===== src/rtl/mult_defs.sv =====
// Shared definitions for sequential shift-add style datapath blocks:
// FSM state encoding, default operand width and counter sizing helper.
package mult_defs;

  localparam int DEFAULT_N = 8;

  typedef enum logic [1:0] {
    IDLE = 2'd0,
    RUN  = 2'd1,
    DONE = 2'd2
  } mult_state_t;

  // Width of a step counter that must be able to hold the value n.
  function automatic int step_cnt_w(input int n);
    return $clog2(n + 1);
  endfunction

endpackage


===== src/rtl/add_nbit.sv =====
// Ripple-carry adder of configurable width; the only arithmetic element
// used by the shift-add multiplier datapath.
module add_nbit #(
  parameter int Size = 8
) (
  input  logic [Size-1:0] a,
  input  logic [Size-1:0] b,
  input  logic            cin,
  output logic [Size-1:0] sum,
  output logic            cout
);

  logic [Size:0] carry;

  // NOTE: every signal written in always_comb gets a default first so no path leaves it unassigned (no latch).
  always_comb begin
    sum      = '0;
    carry    = '0;
    carry[0] = cin;
    for (int i = 0; i < Size; i++) begin
      sum[i]       = a[i] ^ b[i] ^ carry[i];
      carry[i + 1] = (a[i] & b[i]) | (carry[i] & (a[i] ^ b[i]));
    end
    cout = carry[Size];
  end

endmodule


===== src/rtl/mult_shift_add.sv =====
// Unsigned N x N sequential multiplier: one shift-add step per clock,
// N steps per product, result held on p until the next accepted start.
module mult_shift_add
  import mult_defs::*;
#(
  parameter int N = DEFAULT_N
) (
  input  logic           clk,
  input  logic           rst_n,
  input  logic           start,
  input  logic [N-1:0]   a,
  input  logic [N-1:0]   b,
  output logic           busy,
  output logic           done,
  output logic [2*N-1:0] p
);

  localparam int CNT_W = step_cnt_w(N);
  localparam logic [CNT_W-1:0] LAST_STEP = CNT_W'(N - 1);
  localparam logic [CNT_W-1:0] STEP_ONE  = CNT_W'(1);

  mult_state_t state;
  mult_state_t next_state;

  logic [N-1:0]     mcand;
  logic [N-1:0]     acc_hi;
  logic [N-1:0]     acc_lo;   // multiplier shifts out as product bits shift in
  logic [CNT_W-1:0] step;

  logic [N-1:0]     addend;
  logic [N-1:0]     sum;
  logic             cout;
  logic             accept;
  logic             last_step;

  assign accept    = (state == IDLE) && start;
  assign last_step = (state == RUN) && (step == LAST_STEP);
  assign addend    = acc_lo[0] ? mcand : '0;

  add_nbit #(
    .Size (N)
  ) u_add (
    .a    (acc_hi),
    .b    (addend),
    .cin  (1'b0),
    .sum  (sum),
    .cout (cout)
  );

  // NOTE: sequential state uses non-blocking assignments so all registers update from pre-edge values.
  always_ff @(posedge clk or negedge rst_n) begin
    if (!rst_n) begin
      state <= IDLE;
    end else begin
      state <= next_state;
    end
  end

  always_comb begin
    next_state = state;
    unique case (state)
      IDLE:    if (start)     next_state = RUN;
      RUN:     if (last_step) next_state = DONE;
      DONE:                   next_state = IDLE;
      default:                next_state = IDLE;
    endcase
  end

  // NOTE: operand and accumulator registers are reset explicitly because p must read zero during and after reset.
  always_ff @(posedge clk or negedge rst_n) begin
    if (!rst_n) begin
      mcand  <= '0;
      acc_hi <= '0;
      acc_lo <= '0;
      step   <= '0;
    end else if (accept) begin
      mcand  <= a;
      acc_hi <= '0;
      acc_lo <= b;
      step   <= '0;
    end else if (state == RUN) begin
      {acc_hi, acc_lo} <= {cout, sum, acc_lo[N-1:1]};
      step             <= step + STEP_ONE;
    end
  end

  always_comb begin
    busy = 1'b0;
    done = 1'b0;
    unique case (state)
      RUN:     busy = 1'b1;
      DONE:    done = 1'b1;
      default: ;
    endcase
  end

  assign p = {acc_hi, acc_lo};

endmodule


===== config.mk =====
export PLATFORM = sky130hd
export DESIGN_NAME = mult_shift_add
export DESIGN_NICKNAME = d
export VERILOG_FILES = /design/src/rtl/mult_defs.sv /design/src/rtl/add_nbit.sv /design/src/rtl/mult_shift_add.sv
export SDC_FILE = /design/constraint.sdc
export NUM_CORES = 1
export LEC_CHECK = 0
export CAP_MARGIN = 10
export CORE_UTILIZATION = 43
export DETAILED_ROUTE_END_ITERATION = 8
export GPL_TIMING_DRIVEN = 0
export PLACE_DENSITY = 0.77
export SLEW_MARGIN = 20
export SYNTH_ARGS = -nofsm -noshare
export SYNTH_HDL_FRONTEND = slang
export SYNTH_SLANG_ARGS = --single-unit

===== constraint.sdc =====
create_clock -name clk -period 3.1 [get_ports clk]
set_clock_uncertainty 0.2 [all_clocks]
set_input_delay 0.62 -clock clk [delete_from_list [all_inputs] [get_ports clk]]
set_output_delay 0.62 -clock clk [all_outputs]
set_load 0.1 [all_outputs]

==> results of run 1 <==
==> state kept, by name (all words and copies together) (netlist names) <==
signal	count
acc_hi	8
mcand	8
acc_lo	8
state	2
step	4
==> Yosys cell counts (2+ instances only) <==
cell type  count  area (um2)
a22o_1         5       43.79
a22oi_1        8       60.06
and2_1         4       25.02
buf_2          4       20.02
dfrtp_1       30       750.7
fa_1           7       140.1
ha_1           2       25.02
inv_1          7       26.28
mux2_2         9       101.4
nand2_1       19       71.32
nand2b_1       2       12.51
nor2b_1        2       12.51
o21ai_0       15       75.07
==> worst paths after layout <==
path                                         end                   from  cells after the start  slack, ps
min in group clk            state[1]$_DFFE_PN0P_    step[3]$_DFFE_PN0P_                      1        290
max in group asynchronous  acc_lo[0]$_DFFE_PN0P_                  rst_n                      1       2100
min reg2reg                 state[1]$_DFFE_PN0P_    step[3]$_DFFE_PN0P_                      1        290
min                        acc_lo[5]$_DFFE_PN0P_                  rst_n                      1        110
max                        acc_hi[6]$_DFFE_PN0P_  acc_lo[0]$_DFFE_PN0P_                     13       -220
max reg2reg                acc_hi[6]$_DFFE_PN0P_  acc_lo[0]$_DFFE_PN0P_                     13       -220
==> kinds of logic (layout without fill, tap and decap cells) <==
kind of cell,after synthesis,after routing,share of synthesized area [%]
buffers and inverters,14,58,4.283
adder cells (fa/ha/maj),9,9,11.54
flip-flops,30,30,52.45
AO/OA/AOI/OAI,29,29,13.29
multiplexers,10,10,7.780
AND/OR/NAND/NOR,32,32,10.66
==> critical path, stage by stage, from the launching register on <==
cell     delay [ps]
dfrtp_4         490
and2_4          150
ha_4            150
inv_2            40
fa_2            180
fa_2            190
fa_2            190
inv_2            40
fa_2            330
fa_2            350
fa_2            340
inv_2            60
fa_1            410
o21ai_1         120
==> layout make-up <==
type	count	area [um2]	share of cell area, %
Tap cell	44	55.05	2.833
Buffer	5	27.53	1.417
Timing Repair Buffer	37	364.1	18.74
Multi-Input combinational cell	80	649.4	33.42
Clock inverter	1	5.005	0.2576
Sequential cell	30	757.0	38.96
Inverter	8	30.03	1.545
Clock buffer	7	55.05	2.833
==> stage by stage <==
stage	utilization, %	hold WS, ps	cell area (um2)	std cells	worst slack [ps]
after floorplan	-	124.4	1478	124	-475.7
after global placement	61.01	260.6	1893	204	-334.0
after detailed placement	60.85	272.6	1888	204	-388.1
after CTS	62.54	126.0	1941	212	-226.8
after global routing	62.62	157.4	1943	212	-299.5
final	62.62	115.0	1943	212	-216.3
==> cells in the final DEF, fill, tap and decap left out <==
| cell type | synthesis | layout |
|---|---|---|
| dfrtp_1 | 30 | 27 |
| nand2b_2 | 1 | 1 |
| fa_2 | 0 | 6 |
| dfrtp_2 | 0 | 2 |
| ha_4 | 0 | 1 |
| mux2_2 | 9 | 9 |
| dlymetal6s2s_1 | 0 | 1 |
| clkinv_2 | 0 | 1 |
| nand4_1 | 1 | 1 |
| and2_4 | 0 | 1 |
| dlygate4sd2_1 | 0 | 1 |
| a22oi_1 | 8 | 8 |
| nor3_1 | 1 | 1 |
| a22o_1 | 5 | 5 |
| nor2_1 | 1 | 1 |
| and2_1 | 4 | 3 |
| buf_4 | 1 | 2 |
| nand2b_1 | 2 | 2 |
| o21ai_0 | 15 | 13 |
| fa_1 | 7 | 1 |
| ha_1 | 2 | 1 |
| buf_2 | 4 | 5 |
| nor3b_1 | 1 | 1 |
| nor2b_1 | 2 | 2 |
| inv_2 | 1 | 4 |
| inv_1 | 7 | 4 |
| nand2_1 | 19 | 19 |
| dfrtp_4 | 0 | 1 |
| clkbuf_8 | 0 | 1 |
| mux2i_1 | 1 | 1 |
| o21bai_2 | 1 | 1 |
| clkbuf_4 | 0 | 5 |
| clkdlybuf4s50_1 | 0 | 33 |
| clkbuf_1 | 1 | 1 |
| o21ai_1 | 0 | 2 |
==> metal layers <==
layer	GRT usage [%]	part of all wire [%]	vias up
li1	-	-	508
met5	0	0	-
met1	23.71	45	538
met4	3.987	0.91	0
met3	7.792	7.9	5
met2	30.00	46	41
==> repair_timing <==
item | CTS | global route
setup buffers | 1 | 0
pin swaps | 2 | 0
setup endpoints to repair | 5 | 4
gates resized for setup | 2 | 1
endpoints found under the hold margin | 0 | 0
==> flow_metrics.tcl, run 1 <==
set metrics [dict create \
    synth.distinct_cells 23 \
    start_util_pct 46.13 \
    clk_pin_slew_worst_paths_ps 100 \
    run_status "finished with violations" \
    min_period_ps 3316 \
    rows 20 \
    insertion_delay_ps 330 \
    io_pins 37 \
    die_y_um 59.70 \
    gr-total-overflow 0 \
    synth.avg_cell_area_um2 11.54 \
    area_delta_synth_final_pct 35.75 \
    rsz0062_at_grt "true" \
    track_usage_pct 18.69 \
    cap_violations 0 \
    core_um2 3103 \
    nets 195 \
    cts_hold_buf 0 \
    cp-end-kind "register" \
    crit_fanout 2 \
    fillers 284 \
    slew_headroom_pct 34.82 \
    wl_mm 2.957 \
    hpwl_mm 2.115 \
    critPathLaunchType "register" \
    grt_pass1_wl_mm 4.795 \
    synthArstFlopShare_pct 100.0 \
    required_ps 3160 \
    ant_nets 0 \
    synth.cell_area_um2 1431 \
    gp_congestion 0.7769 \
    fmax_ghz 0.3015 \
    numCtsBuffers 5 \
    synth_edf_count 0 \
    io_buffer_count 36 \
    crit_type "register to register" \
    synth-seq-cells 30 \
    vias 1092 \
    drc_errors 0 \
    root_buffer "clkbuf_4" \
    dr.pass1.iters 4 \
    antenna_found_initial 0 \
    syn_inst 124 \
    violations "setup timing" \
    layout_setup_ws_ps -216.3 \
    cp.arrival_ps 3380 \
    grt_max_degree 31 \
    synth.yosys.seq_area_share_pct 52.45 \
    tns_ps -289.1 \
    synth_flop_cell "dfrtp_1" \
    yosysWarnings 0 \
    hold_viol 0 \
    timing.final.crit_share_pct 107.0 \
    dieWidth_um 59.70 \
    clock_tree.buffer_depth 2 \
    cts_tree "built" \
    antennaDiodeCount 0 \
    worst_pin_slew_ps 976.1 \
    setup_viol 3 \
    hold_class "primary input to asynchronous set/reset pin" \
    wl_per_cell_um 13.95 \
    first_global_vias 1070 \
    syn-num-nets 152 \
    die-area_um2 3563 \
    drive_above_1_share_pct 23.81 \
    h-tree-depth 2 \
    drtIter0Drc 45 \
    cts_num_sinks 30 \
    routed_via_density 5.151 \
    drv_slew 0 \
]
Power of run 1 is left out: the tool's default activity adds up to more than one toggle a clock period on the data nets, which glitch-free logic cannot reach.
==> run 2: changes to the inputs <==
- CORE_ASPECT_RATIO: default -> 0.7
==> flow_metrics.tcl, run 2 (synthesized netlist as in run 1, its figures left out) <==
set metrics [dict create \
    run_status "finished with violations" \
    violations "DRC, setup timing" \
    slew_headroom_pct 33.78 \
    core_um2 3169 \
    crit_fanout 2 \
    final_cell_mix "34 x clkdlybuf4s50_1, 27 x dfrtp_1, 19 x nand2_1, 13 x o21ai_0, 9 x mux2_2" \
    worstPathBufferInverterCount 3 \
    reg_top3 "acc_hi x8, acc_lo x8, mcand x8" \
    tns_ps -223.1 \
    clock_tree.buffer_depth 2 \
    fin_hold_ws_ps 165.2 \
    track_usage_pct 19.27 \
    antennaDiodeCount 0 \
    final_common_cell "clkdlybuf4s50_1" \
    layout_setup_ws_ps -181.9 \
    gp_congestion 0.7536 \
    io_buffer_count 36 \
    critPathTopFamily "adder cells" \
    cp_cell_sequence "and2_4, ha_4, inv_2, fa_2, fa_2, fa_2, inv_2, fa_2, fa_2, fa_2, inv_2, fa_1, o21ai_1" \
    gr-total-overflow 0 \
    ant_nets 0 \
    start_util_pct 45.16 \
    setup_viol 2 \
    fmax_ghz 0.3047 \
    nets 195 \
    h-tree-depth 2 \
    grt_pass1_wl_mm 5.078 \
    clk_pin_slew_worst_paths_ps 70 \
    critPathLaunchType "register" \
    slowest_delay_ps 470 \
    first_global_vias 1097 \
    min_period_ps 3282 \
    rows 17 \
    dieWidth_um 70.96 \
    crit_slowest_cell "dfrtp_4" \
    antenna_found_initial 0 \
    required_ps 3110 \
    crit_path_frequent_cell "fa_2" \
    root_buffer "clkbuf_8" \
    cts_num_sinks 30 \
    cap_violations 0 \
    cp.arrival_ps 3290 \
    timing.final.crit_share_pct 105.9 \
    wl_mm 2.977 \
    die-area_um2 3567 \
    rsz0062_at_grt "true" \
    crit_type "register to register" \
    die_y_um 50.27 \
    hold_viol 0 \
    wl_per_cell_um 14.45 \
    drive_above_1_share_pct 24.40 \
    hpwl_mm 2.210 \
    dr.pass1.iters 6 \
    vias 1084 \
    cts_tree "built" \
    worst_pin_slew_ps 990.1 \
    cp-end-kind "register" \
    routed_via_density 5.262 \
    grt_max_degree 31 \
    drc_errors 8 \
    hold_class "primary input to asynchronous set/reset pin" \
    io_pins 37 \
    area_delta_synth_final_pct 38.81 \
    drv_slew 0 \
    insertion_delay_ps 280 \
    drtIter0Drc 79 \
    numCtsBuffers 5 \
]
==> run 2: cell count changes in the layout (fill, tap and decap cells not counted), sizes merged <==
cell	before	now
clkdlybuf4s50	33	34
dlygate4sd2	1	0
clkbuf	7	8
clkinv	1	0
==> run 2: final cells by class <==
type / count / area [um2]
Sequential cell: 30 / 757.0
Timing Repair Buffer: 37 / 365.4
Buffer: 5 / 27.53
Fill cell: 260 / 1182
Inverter: 8 / 30.03
Tap cell: 38 / 47.55
Clock buffer: 8 / 110.1
Multi-Input combinational cell: 80 / 649.4
==> run 2: final timing paths <==
path,startpoint,to,slack [ps],depth (start not counted)
setup reg to reg,acc_lo[0]$_DFFE_PN0P_,acc_hi[6]$_DFFE_PN0P_,-180,13
setup / recovery,acc_lo[0]$_DFFE_PN0P_,acc_hi[6]$_DFFE_PN0P_,-180,13
hold reg to reg,mcand[4]$_DFFE_PN0P_,mcand[4]$_DFFE_PN0P_,300,1
hold / removal,rst_n,mcand[1]$_DFFE_PN0P_,170,1
max in group asynchronous,rst_n,acc_lo[0]$_DFFE_PN0P_,2040,1
min in group clk,mcand[4]$_DFFE_PN0P_,mcand[4]$_DFFE_PN0P_,300,1
==> run 2: repair_timing <==
item	4_1_cts	5_1_grt
hold endpoints to repair	0	0
endpoints found under the setup margin	4	4
resized for setup	1	1
pin swaps	2	0
gates cloned	0	0
hold buffers	0	0
setup buffers	1	0
==> run 2: routing by layer <==
metal	GRT usage, %	up-vias	wire length, um
li1	-	510	-
met1	25.50	542	1398
met2	30.93	30	1396
met3	7.430	2	166
met4	3.000	0	16
met5	0	-	0
==> run 2: metrics by stage <==
step           utilization, %  setup WS [ps]  area [um2]  instances
4_1_cts                 62.61         -214.5        1984        206
3_5_place_dp            59.34         -378.3        1881        198
2_1_floorplan               -         -475.7        1478        124
6_report                62.69         -181.9        1987        206
5_1_grt                 62.69         -285.5        1987        206
3_3_place_gp            59.49         -319.2        1886        198
Power of run 2 is left out for the same reason.
==> run 3: changes to the inputs <==
- CORE_ASPECT_RATIO: 0.7 -> 0.8
- CORE_UTILIZATION: 43 -> 55
- DONT_BUFFER_PORTS: default -> 1
- PLACE_DENSITY: 0.77 -> 0.75
- RECOVER_POWER: default -> 50
==> flow_metrics.tcl, run 3 (synthesized netlist as in run 1, its figures left out) <==
set metrics [dict create \
    fin_util_pct 65.14 \
    violations "capacitance limit, slew limit, setup timing" \
    dr.pass1.iters 4 \
    cp.arrival_ps 3670 \
    cts_tree "built" \
    drc_errors 0 \
    vias 954 \
    clock_tree.buffer_depth 2 \
    final_common_cell "dfrtp_1" \
    cap_violations 1 \
    insertion_delay_ps 330 \
    nets 162 \
    root_buffer "clkbuf_4" \
    gr-total-overflow 0 \
    drtIter0Drc 76 \
    timing.final.crit_share_pct 116.8 \
    pre_cts_ws_ps -603.9 \
    crit_fanout 2 \
    start_util_pct 58.13 \
    cts_num_sinks 30 \
    clk_pin_slew_worst_paths_ps 100 \
    die-area_um2 2812 \
    setup_viol 4 \
    numCtsBuffers 5 \
    layout_setup_ws_ps -519.7 \
    ant_nets 0 \
    antennaDiodeCount 0 \
    io_pins 37 \
    grt_pass1_wl_mm 4.071 \
    min_period_ps 3620 \
    fin_cells 171 \
    rsz0062_at_grt "true" \
    die_y_um 47.63 \
    rows 16 \
    core_um2 2462 \
    track_usage_pct 21.23 \
    worst_pin_slew_ps 1592 \
    antenna_found_initial 0 \
    run_status "finished with violations" \
    final_cell_mix "27 x dfrtp_1, 19 x nand2_1, 13 x o21ai_0, 9 x mux2_2, 8 x a22oi_1" \
    wl_mm 2.635 \
    wl_per_cell_um 15.41 \
    slew_headroom_pct -6.108 \
    first_global_vias 855 \
    hold_class "primary input to register" \
    fmax_ghz 0.2763 \
    fin_hold_ws_ps 227.4 \
    required_ps 3150 \
    hold_viol 0 \
    h-tree-depth 2 \
    crit_type "register to register" \
    drv_slew 31 \
    io_buffer_count 0 \
    dieWidth_um 59.04 \
    routed_via_density 5.579 \
    area_delta_synth_final_pct 12.06 \
    grt_max_degree 31 \
    gp_congestion 0.7147 \
    placedCellCount 160 \
    hpwl_mm 1.913 \
    reg_top3 "acc_hi x8, acc_lo x8, mcand x8" \
    cp-end-kind "register" \
    drive_above_1_share_pct 28.15 \
    critPathLaunchType "register" \
]
run 3: path summary, 6_finish.rpt:
| path | slack (ps) | endpoint | from | cells after the start |
|---|---|---|---|---|
| max in group asynchronous | 560 | acc_lo[0]$_DFFE_PN0P_ | rst_n | 2 |
| worst min-delay path | 230 | mcand[1]$_DFFE_PN0P_ | a[1] | 1 |
| worst min register to register | 310 | state[1]$_DFFE_PN0P_ | step[3]$_DFFE_PN0P_ | 1 |
| worst max register to register | -520 | acc_hi[6]$_DFFE_PN0P_ | acc_lo[0]$_DFFE_PN0P_ | 14 |
| worst max-delay path | -520 | acc_hi[6]$_DFFE_PN0P_ | acc_lo[0]$_DFFE_PN0P_ | 14 |
| min in group asynchronous | 1020 | acc_hi[2]$_DFFE_PN0P_ | rst_n | 2 |
run 3: per-stage QoR:
stage | TNS (ps) | cell area [um2]
after global routing | -1791 | 1604
after CTS | -1726 | 1622
final | -1415 | 1604
after detailed placement | -1883 | 1525
after floorplan | -1349 | 1478
after global placement | -1649 | 1523
run 3: routing by layer:
layer  global-route usage (%)  wire (um)  up-vias  part of all wire (%)
met2                    32.95       1279       26                    49
met4                    8.571         42        0                   1.6
met5                        0          0        -                     0
li1                         -          -      444                     -
met1                    26.23       1135      479                    43
met3                    10.00        177        5                   6.7
run 3: layout make-up:
cell class                 instances  area, um2
buffer                             6      40.04
fill                             198      858.3
clock buffer                       8      58.81
tap                               36      45.04
timing repair buffer               3      21.27
inverter                           8      30.03
sequential                        30      757.0
multi-input combinational         80      651.9
run 3: timing repair:
action                                  4_1_cts  5_1_grt
gates resized for setup                       1        1
buffers inserted                              1        0
hold buffers                                  2        0
pin swaps                                     0        1
hold endpoints to repair                     30        0
endpoints found under the setup margin        5        5
run 3: critical path, stage by stage, from the launching register on:
cell	delay, ps
dfrtp_4	640
buf_8	180
and2_4	130
ha_4	150
inv_2	50
fa_2	180
fa_2	190
fa_2	190
inv_2	40
fa_2	330
fa_2	340
fa_2	340
inv_2	60
fa_1	400
o21ai_1	130
Power of run 3 is left out for the same reason.
